===== src/rtl/apple2_ram_pkg.sv =====
// Shared constants and state encoding for the Apple II RAM arbiter.
// The boot clear state is only reachable when APPLE2_RAM_CLEAR_EN is defined.
package apple2_ram_pkg;

    localparam int SLOTS  = 14;
    localparam int RAM_AW = 18;

    // Byte lanes of the 16-bit RAM read bus
    localparam int LANE_MAIN_LSB = 0;
    localparam int LANE_AUX_LSB  = 8;

    typedef logic [2:0] arb_state_t;

    localparam arb_state_t ST_IDLE   = 3'd0;
    localparam arb_state_t ST_ARMED  = 3'd1;
    localparam arb_state_t ST_ACCESS = 3'd2;
    localparam arb_state_t ST_DONE   = 3'd3;
    localparam arb_state_t ST_CLEAR  = 3'd4;

    function automatic logic [7:0] lane_sel(input logic [15:0] d, input logic aux);
        return aux ? d[LANE_AUX_LSB +: 8] : d[LANE_MAIN_LSB +: 8];
    endfunction

endpackage


===== src/rtl/apple2_slot_counter.sv =====
// Free-running 0..SLOTS-1 frame slot counter, realigned to 0 on the cycle
// after a PHASE_ZERO rising edge.
module apple2_slot_counter
    import apple2_ram_pkg::*;
(
    input  logic       CLK_14M,
    input  logic       reset_n,
    input  logic       PHASE_ZERO,
    output logic [3:0] slot
);

    logic pz_q;

    always_ff @(posedge CLK_14M or negedge reset_n) begin
        if (!reset_n) begin
            pz_q <= 1'b0;
            slot <= 4'd0;
        end else begin
            pz_q <= PHASE_ZERO;
            if (PHASE_ZERO && !pz_q)
                slot <= 4'd0;
            else if (slot == 4'(SLOTS - 1))
                slot <= 4'd0;
            else
                slot <= slot + 4'd1;
        end
    end

endmodule


===== src/rtl/apple2_ram_arbiter.sv =====
// Muxes the shared main/aux RAM port between the Apple II core and one host
// requester (one fixed slot per frame). APPLE2_RAM_CLEAR_EN adds a boot clear.
module apple2_ram_arbiter
    import apple2_ram_pkg::*;
#(
    parameter int                HOST_SLOT = 13,
    parameter logic [RAM_AW-1:0] CLEAR_TOP = 18'h3FFFF
) (
    input  logic              CLK_14M,
    input  logic              reset_n,
    input  logic              PHASE_ZERO,
    input  logic [RAM_AW-1:0] core_addr,
    input  logic              core_we,
    input  logic [7:0]        core_di,
    input  logic              core_aux,
    input  logic              host_req,
    input  logic              host_we,
    input  logic [RAM_AW-1:0] host_addr,
    input  logic              host_aux,
    input  logic [7:0]        host_di,
    output logic              host_ack,
    output logic [7:0]        host_do,
    input  logic [15:0]       ram_do,
    output logic [RAM_AW-1:0] ram_addr,
    output logic              ram_we,
    output logic [7:0]        ram_di,
    output logic              ram_aux,
    output logic              core_hold,
    output logic              clear_busy
);

    logic [3:0]        slot;
    arb_state_t        state;
    logic              lat_we;
    logic              lat_aux;
    logic [RAM_AW-1:0] lat_addr;
    logic [7:0]        lat_di;

    apple2_slot_counter u_slot (
        .CLK_14M    (CLK_14M),
        .reset_n    (reset_n),
        .PHASE_ZERO (PHASE_ZERO),
        .slot       (slot)
    );

`ifdef APPLE2_RAM_CLEAR_EN
    localparam arb_state_t RESET_STATE = ST_CLEAR;

    logic [RAM_AW-1:0] clr_addr;
    logic              clr_aux;
    logic              clr_last;

    // Main pass first, then aux; the last address of the aux pass ends the clear
    assign clr_last = (clr_addr == CLEAR_TOP);

    always_ff @(posedge CLK_14M or negedge reset_n) begin
        if (!reset_n) begin
            clr_addr <= '0;
            clr_aux  <= 1'b0;
        end else if (state == ST_CLEAR) begin
            if (clr_last) begin
                clr_addr <= '0;
                clr_aux  <= 1'b1;
            end else begin
                clr_addr <= clr_addr + 1'b1;
            end
        end
    end

    assign core_hold  = (state == ST_CLEAR);
    assign clear_busy = (state == ST_CLEAR);
`else
    localparam arb_state_t RESET_STATE = ST_IDLE;

    assign core_hold  = 1'b0;
    assign clear_busy = 1'b0;
`endif

    always_ff @(posedge CLK_14M or negedge reset_n) begin
        if (!reset_n) begin
            state    <= RESET_STATE;
            lat_we   <= 1'b0;
            lat_aux  <= 1'b0;
            lat_addr <= '0;
            lat_di   <= '0;
        end else begin
            case (state)
                ST_IDLE: begin
                    if (host_req) begin
                        lat_we   <= host_we;
                        lat_aux  <= host_aux;
                        lat_addr <= host_addr;
                        lat_di   <= host_di;
                        state    <= ST_ARMED;
                    end
                end
                // A late host_req drop does not cancel the latched request
                ST_ARMED:  if (slot == 4'(HOST_SLOT)) state <= ST_ACCESS;
                ST_ACCESS: state <= ST_DONE;
                ST_DONE:   state <= ST_IDLE;
`ifdef APPLE2_RAM_CLEAR_EN
                ST_CLEAR:  if (clr_last && clr_aux) state <= ST_IDLE;
`endif
                default:   state <= ST_IDLE;
            endcase
        end
    end

    always_comb begin
        ram_addr = core_addr;
        ram_we   = core_we;
        ram_di   = core_di;
        ram_aux  = core_aux;
        if (state == ST_ACCESS) begin
            ram_addr = lat_addr;
            ram_we   = lat_we;
            ram_di   = lat_di;
            ram_aux  = lat_aux;
        end
`ifdef APPLE2_RAM_CLEAR_EN
        else if (state == ST_CLEAR) begin
            ram_addr = clr_addr;
            ram_we   = 1'b1;
            ram_di   = 8'h00;
            ram_aux  = clr_aux;
        end
`endif
        // No stray writes while the system is held in reset
        if (!reset_n)
            ram_we = 1'b0;
    end

    // ram_do already carries the byte addressed during ACCESS
    assign host_ack = (state == ST_DONE);
    assign host_do  = host_ack ? lane_sel(ram_do, lat_aux) : 8'h00;

endmodule


===== config.mk =====
export PLATFORM = sky130hd
export DESIGN_NAME = apple2_ram_arbiter
export DESIGN_NICKNAME = d
export VERILOG_FILES = /design/src/rtl/apple2_ram_pkg.sv /design/src/rtl/apple2_slot_counter.sv /design/src/rtl/apple2_ram_arbiter.sv
export SDC_FILE = /design/constraint.sdc
export NUM_CORES = 1
export LEC_CHECK = 0
export ABC_AREA = 1
export CAP_MARGIN = 20
export CORE_ASPECT_RATIO = 1.75
export CORE_MARGIN = 2
export CORE_UTILIZATION = 41
export CTS_CLUSTER_SIZE = 12
export DETAILED_ROUTE_END_ITERATION = 7
export GPL_TIMING_DRIVEN = 0
export PLACE_DENSITY = 0.87
export SLEW_MARGIN = 40
export SYNTH_ARGS = -nofsm -noshare
export SYNTH_HDL_FRONTEND = slang
export SYNTH_HIERARCHICAL = 1
export SYNTH_SLANG_ARGS = --single-unit

===== constraint.sdc =====
create_clock -name CLK_14M -period 2.3 [get_ports CLK_14M]
set_input_delay 0.345 -clock CLK_14M [delete_from_list [all_inputs] [get_ports CLK_14M]]
set_output_delay 0.345 -clock CLK_14M [all_outputs]
set_load 0.01 [all_outputs]

Word-level counts from Yosys, hierarchy flattened
Index checks and enable logic that the tools add are counted.
- $add $sub $neg: 1
- equal/unequal tests: 6
- multiplexer cells: 12
- reduce and logical (&&, ||, !) cells: 5
- operator list (cell ; count):
    $mux W8 ; 3
    $mux W18 ; 1
    $pmux W3 S3 ; 1
    $mux W4 ; 2
    $eq A3 B2 Y1 const B ; 2
    $mux W3 ; 2
    $add A4 B1 Y4 const B ; 1
    $eq A4 B4 Y1 const B ; 1
    $ne A2 B2 Y1 const B ; 2
    $reduce_and A2 Y1 ; 2
    $eq A3 B1 Y1 const B ; 1
    $logic_not A3 Y1 ; 1
    $mux W1 ; 3
    $logic_and A1 B1 Y1 ; 1
    $logic_not A1 Y1 ; 1
- register bits: 36
- logic and storage cells: 31

Logic depth before layout (Yosys ltp)
Gate-level depths: netlist of run 1.
- depth after elaboration: 3
- mapped depth: 8
- gate-level depth less buffers: 7

Hierarchy
The synthesis of run 1 kept the hierarchy.
- modules (own cells, without submodules) (module ; times used ; cells each ; area an instance (um^2)):
    apple2_ram_arbiter ; 1 ; 203 ; 1714.1
    apple2_slot_counter ; 1 ; 23 ; 225.2

Least setup slack after synthesis of run 1
Ideal clock, no wire load.
- kind: register to output
- start point: register state[0]
- end point: output ram_aux
- arrival: 1.279 ns
- path slack: 0.676 ns
- cell stages (with the launch flop): 7
- cell sequence: dfrtp_1 -> inv_1 -> ha_1 -> buf_2 -> inv_1 -> buf_2 -> o21ai_0
- cells in the longest elaborated chain, start to end: 2
- RTL lines (what ; line ; RTL):
    start, declared ; apple2_ram_arbiter.sv:33 ; arb_state_t state;
    start signal, assigned ; apple2_ram_arbiter.sv:81 ; state <= RESET_STATE;
    start signal, assigned ; apple2_ram_arbiter.sv:94 ; state <= ST_ARMED;
    start signal, assigned ; apple2_ram_arbiter.sv:98 ; ST_ARMED: if (slot == 4'(HOST_SLOT)) state <= ST_ACCESS;
    $eq A3 B2 Y1 ; apple2_ram_arbiter.sv:114 ; if (state == ST_ACCESS) begin
    $mux W1 ; apple2_ram_arbiter.sv:114 ;
    end, declared ; apple2_ram_arbiter.sv:27 ; output logic ram_aux,
Every way passes these cells.

Worst setup path in the final report of run 1
- start point: register state[1]
- end point: output host_do[4]
- cells in the longest elaborated chain, start to end: 2
- RTL lines (what ; line ; RTL):
    $eq A3 B2 Y1 ; apple2_ram_arbiter.sv:134 ; assign host_ack = (state == ST_DONE);
    $mux W8 ; apple2_ram_arbiter.sv:135 ; assign host_do = host_ack ? lane_sel(ram_do, lat_aux) : 8'h00;
    end, declared ; apple2_ram_arbiter.sv:22 ; output logic [7:0] host_do,
Every way passes these cells.

==> flow_metrics.tcl, run 1 <==
set metrics [dict create \
    setup_viol 0 \
    dieArea_sq_um 5318 \
    yosys-top-cells-count "nand2_1 (91), dfrtp_1 (35), nor2_1 (24)" \
    ys.flop_type "dfrtp_1" \
    rows 33 \
    hpwl_um 3951 \
    io_buffers 112 \
    worst_ir_drop_vdd_uv 790.6 \
    crit_arrival_ns 1.79 \
    skew_ns 0.002020 \
    htreeDepth 2 \
    initial_core_util_pct 41.94 \
    drc_errors 0 \
    yosysMostFrequentCell "nand2_1" \
    drt_iter0_drc 26 \
    slew_viol_final 0 \
    cp-endpoint "host_do[4]" \
    gp_congestion 0.7679 \
    maxCapViolCount 0 \
    worstSetupPathType "flop to output pin" \
    pwr-share-seq_pct 30.6 \
    synth_edf_count 0 \
    finalCritPeriodShare_pct 92.65 \
    synthCells 226 \
    worstPathCellList "buf_4, ha_2, o21ai_0, nor2_1, clkdlybuf4s50_1" \
    antenna_left 0 \
    critPathRequiredTime_ns 1.96 \
    overflow 0 \
    crit_buf_inv 2 \
    cts_buffer_depth 2 \
    period_minus_slack_ns 2.131 \
    fin_nets 431 \
    drt_wl_total_um 5081 \
    die_height_um 94.98 \
    synthToLayoutAreaGrowth_pct 71.74 \
    core_sq_um 4624 \
    status "completed" \
    multi_input_area_sq_um 959.7 \
    finish.utilization_pct 72.02 \
    internal_power_mw 2.283 \
    comb_power_share_pct 56.0 \
    cp_top_family "buffers and inverters" \
    cts.sinks 35 \
    cp_slowest_cell "clkdlybuf4s50_1" \
    finalHoldViolCount 0 \
    ff2ff_path_depth 7 \
    yosysTopAreaCellShare_pct 45.16 \
    cts-root-buf "clkbuf_8" \
    path_clk_slew_ns 0.07 \
    syn-cell-area_sq_um 1939 \
    holdCritPathClass "primary input to async pin" \
    rr_endpoint "lat_di[4]" \
    cp-startpoint "state[1]" \
    async_reset_ff_share_pct 100.0 \
    wl_per_cell_um 12.64 \
    ys_ff_latch 35 \
    yosys_warnings 6 \
    cts_tree "done" \
    drive_above_1_share_pct 16.00 \
    worst_setup_path_start_kind "flop" \
    pin_count 115 \
    clk_latency_ns 0.27 \
    grtUsageTotal_pct 20.14 \
    reg2reg_from "state[1]" \
    rsz0062_at_grt "false" \
    n_antenna_cell 0 \
    yosysSeqAreaShare_pct 45.16 \
    drt_pass1_iterations 2 \
    clockPowerShare_pct 13.3 \
    end_kind "output pin" \
    power_density_nw_per_um2 1065 \
    vias_per_cell 4.657 \
    pre_cts_ws_ns -0.09898 \
    antenna_found_initial 0 \
    clock.fmax_ghz 0.4693 \
    grt_pass1_wl_um 8597 \
    holdWs_ns 0.004050 \
    fin_tns_setup_ns 0 \
    r2r_slack_ns 0.71 \
    switching_power_mw 1.266 \
    yosys-top-cells-area "dfrtp_1 (45%), nand2_1 (18%), mux2_2 (11%), mux2_4 (6.2%), nor2_1 (4.6%)" \
    regArea_sq_um 875.8 \
    place_inst 392 \
    grt_pass1_vias 2044 \
    die_w_um 55.99 \
    max_stage_delay_ns 0.57 \
    yosysTopAreaCell "dfrtp_1" \
    numCtsBuffers 5 \
    path_depth 5 \
    postSynthAreaPerCell_sq_um 8.581 \
    leakage_nw 1.769 \
    fillers 350 \
    grt_start_max_net_pins 21 \
    vias 1872 \
    finalNonFillerCells 402 \
    cp_max_fo 9 \
    fin_ws_ns 0.1689 \
    netlist-cell-type-count 21 \
    swShare_pct 35.68 \
]
layout make-up:
type,instances,share of cell area (%)
buffer,11,3.043
clock buffer,8,3.005
inverter,11,1.240
multi-input combinational,170,28.81
sequential,35,26.30
tap,52,1.953
timing repair buffer,115,35.65
cell families (layout without fill, tap and decap cells):
kind of cell | Yosys count | in the layout | share of synthesized area (%)
AND/OR/NAND/NOR | 123 | 123 | 24.58
flip-flops | 35 | 35 | 45.16
multiplexers | 27 | 27 | 17.23
buffers and inverters | 22 | 145 | 5.677
AO/OA/AOI/OAI | 11 | 11 | 2.839
adder cells (fa/ha/maj) | 6 | 6 | 3.871
other | 1 | 2 | 0.1934
XOR/XNOR | 1 | 1 | 0.4517
sequential cells by signal (all words and copies together), names as in the netlist:
signal and flops:
state 2, lat_aux 1, lat_addr 18, lat_di 8
u_slot/slot 4, u_slot/pz_q 1, lat_we 1
power by group through the flow:
stage	clock network, mW	logic, mW	registers [mW]
floorplan	0	1.14	1.06
global placement	0	1.95	1.09
detailed placement	0	2.00	1.11
CTS	0.491	2.04	1.09
global route	0.518	2.22	1.13
finish	0.473	1.99	1.09
stage by stage:
stage	total power, mW	instance area [sq um]
after floorplan	2.193	1943
after global placement	3.037	3129
after detailed placement	3.109	3152
after CTS	3.617	3282
after global routing	3.861	3331
final	3.549	3331
how the worst min path moves through the flow:
stage | startpoint | to | slack (ns) | cells after the start
after CTS | reset_n | lat_addr[4] | 0.01 | 1
after global placement | lat_addr[5] | lat_addr[5] | 0.49 | 1
after detailed placement | reset_n | lat_addr[14] | 0.31 | 1
after global routing | reset_n | lat_addr[11] | 0.02 | 1
final | reset_n | lat_addr[11] | 0.004 | 1
after floorplan | reset_n | lat_addr[0] | 0.05 | 0
cell usage in the layout (no fill, tap or decap):
master / n
nor2_2: 1
ha_2: 1
nand2_2: 2
buf_4: 7
dlygate4sd2_1: 11
mux2_2: 19
inv_1: 8
or2_2: 1
ha_1: 5
dlymetal6s2s_1: 17
a21oi_1: 1
nor2_1: 24
o21ai_0: 10
dfrtp_1: 35
clkbuf_8: 8
buf_2: 2
clkinv_1: 1
xnor2_1: 1
inv_2: 2
buf_16: 1
nand3_1: 4
clkdlybuf4s50_1: 83
nand2_1: 91
clkbuf_1: 1
mux2_4: 8
conb_1: 2
buf_6: 4
repair_timing:
item / in CTS / in global routing
endpoints found under the setup margin: 28 / 24
resized for setup: 23 / 21
setup buffers: 2 / 0
hold buffers: 0 / 0
metal layers:
metal / up-vias / global-route usage (%) / wire, um
met5: - / 0 / 0
met4: 0 / 6.151 / 67
met3: 8 / 4.795 / 287
met2: 69 / 39.12 / 2869
met1: 846 / 20.89 / 1857
li1: 949 / - / -
(Power assumes the default switching activity.)
==> run 2, diff against run 1 <==
CORE_UTILIZATION = 30   (was 41)
MAX_ROUTING_LAYER = met4   (was default)
PLACE_DENSITY = 0.66   (was 0.87)
==> flow_metrics.tcl, run 2 (synthesis gave the netlist of run 1 again) <==
set metrics [dict create \
    hpwl_um 4251 \
    slew_viol_final 0 \
    comb_power_share_pct 56.2 \
    cts_tree "done" \
    cp_slowest_cell "dfrtp_1" \
    clock.fmax_ghz 0.4697 \
    crit_arrival_ns 1.78 \
    initial_core_util_pct 31.14 \
    pin_count 115 \
    htreeDepth 2 \
    io_buffers 112 \
    finalCritPeriodShare_pct 92.56 \
    fin_tns_setup_ns 0 \
    overflow 0 \
    worstPathCellList "clkinv_1, nor2_1, nor2_1, clkdlybuf4s50_1" \
    final_cell_mix "nand2_1 (91), clkdlybuf4s50_1 (83), dfrtp_1 (35)" \
    leakage_nw 1.757 \
    grt_pass1_wl_um 8473 \
    cp_max_fo 10 \
    worst_slew_pin_slew_ns 0.6529 \
    reg_top3 "lat_addr: 18 flops, lat_di: 8 flops, u_slot/slot: 4 flops" \
    vias 1861 \
    drt_wl_total_um 5470 \
    fin_ws_ns 0.1712 \
    cp-startpoint "lat_aux" \
    regArea_sq_um 875.8 \
    worstSetupPathType "flop to output pin" \
    fillers 597 \
    drt_iter0_drc 38 \
    rsz0062_at_grt "false" \
    internal_power_mw 2.303 \
    end_kind "output pin" \
    n_antenna_cell 0 \
    gp_congestion 0.7430 \
    drive_above_1_share_pct 16.19 \
    maxCapViolCount 0 \
    rows 38 \
    power_density_nw_per_um2 1059 \
    antenna_left 0 \
    critPathRequiredTime_ns 1.96 \
    layout_commonest_cell "nand2_1" \
    die_w_um 64.78 \
    max_stage_delay_ns 0.48 \
    grt_start_max_net_pins 21 \
    largest_register "lat_addr" \
    multi_input_area_sq_um 959.7 \
    cts.sinks 35 \
    pwr-share-seq_pct 30.1 \
    grt_pass1_vias 1892 \
    path_clk_slew_ns 0.07 \
    die_height_um 110.4 \
    grtUsageTotal_pct 15.95 \
    dieArea_sq_um 7149 \
    pre_cts_ws_ns -0.09837 \
    status "completed" \
    reg2reg_from "state[1]" \
    cts-root-buf "clkbuf_8" \
    slew-limit-headroom_pct 56.33 \
    core_sq_um 6228 \
    vias_per_cell 4.308 \
    wl_per_cell_um 12.66 \
    switching_power_mw 1.297 \
    drc_errors 0 \
    fin_nets 433 \
    clockPowerShare_pct 13.7 \
    cp_top_family "buffers and inverters" \
    synthToLayoutAreaGrowth_pct 75.23 \
    skew_ns 0.003486 \
    crit_top_cell "nor2_1" \
    crit_buf_inv 2 \
    largest_reg_flops 18 \
    swShare_pct 36.03 \
    drt_pass1_iterations 4 \
    antenna_found_initial 0 \
    setup_viol 0 \
    worst_setup_path_start_kind "flop" \
    holdCritPathClass "primary input to async pin" \
    clk_latency_ns 0.28 \
    numCtsBuffers 5 \
    worst_ir_drop_vdd_uv 666.1 \
    period_minus_slack_ns 2.129 \
    cts_buffer_depth 2 \
    finalHoldViolCount 0 \
]
## run 2: cell count changes in the layout (fill, tap and decap cells not counted)
| cell | before | now |
|---|---|---|
| dlygate4sd3_1 | 0 | 2 |
| clkbuf_8 | 8 | 10 |
| clkinvlp_4 | 0 | 1 |
| dlymetal6s2s_1 | 17 | 14 |
| buf_8 | 0 | 1 |
| clkbuf_1 | 1 | 0 |
| dlygate4sd2_1 | 11 | 14 |
| buf_4 | 7 | 4 |
## run 2: power groups by stage
stage	combinational [mW]	clock, mW	sequential [mW]
2_1_floorplan	1.14	0	1.06
4_1_cts	2.07	0.510	1.08
3_3_place_gp	1.98	0	1.10
5_1_grt	2.23	0.536	1.13
3_5_place_dp	2.02	0	1.11
6_report	2.02	0.492	1.08
## run 2: per-stage QoR
stage	hold WS, ns	std cells	cell area, sq um	power [mW]	utilization [%]
after floorplan	0.04941	227	1943	2.193	-
after global placement	0.4880	419	3164	3.079	50.80
after detailed placement	0.3105	420	3187	3.128	51.17
after CTS	0.01457	432	3353	3.667	53.84
after global routing	0.02202	432	3398	3.894	54.56
final	0.02502	432	3398	3.600	54.56
## run 2: timing repair
item / CTS / global route
gates cloned: 0 / 0
buffers inserted: 2 / 0
gates resized for setup: 29 / 17
hold endpoints to repair: 2 / 0
setup endpoints to repair: 28 / 21
hold buffers: 2 / 0
## run 2: path summary, 6_finish.rpt
path | to | cells after the start | slack, ns
worst max-delay path | host_do[4] | 4 | 0.17
max in group asynchronous | lat_di[4] | 2 | 1.18
worst min-delay path | u_slot/slot[0] | 2 | 0.03
worst min register to register | lat_addr[2] | 1 | 0.51
worst max register to register | lat_di[2] | 7 | 0.70
min in group CLK_14M | lat_addr[2] | 1 | 0.51
## run 2: area by class of cell
cell class / count / share of cell area [%]
Sequential cell: 35 / 25.77
Inverter: 11 / 1.215
Tap cell: 80 / 2.946
Timing Repair Buffer: 117 / 35.20
Multi-Input combinational cell: 170 / 28.24
Clock buffer: 7 / 2.835
Buffer: 11 / 3.571
Clock inverter: 1 / 0.2209
## run 2: routing by layer
layer  GRT usage (%)  routed length (um)  vias up
li1                -                   -      949
met1           15.87                1887      849
met2           30.12                3194       59
met4           6.535                  68        0
met3           2.843                 319        4
met5               -                   0        -
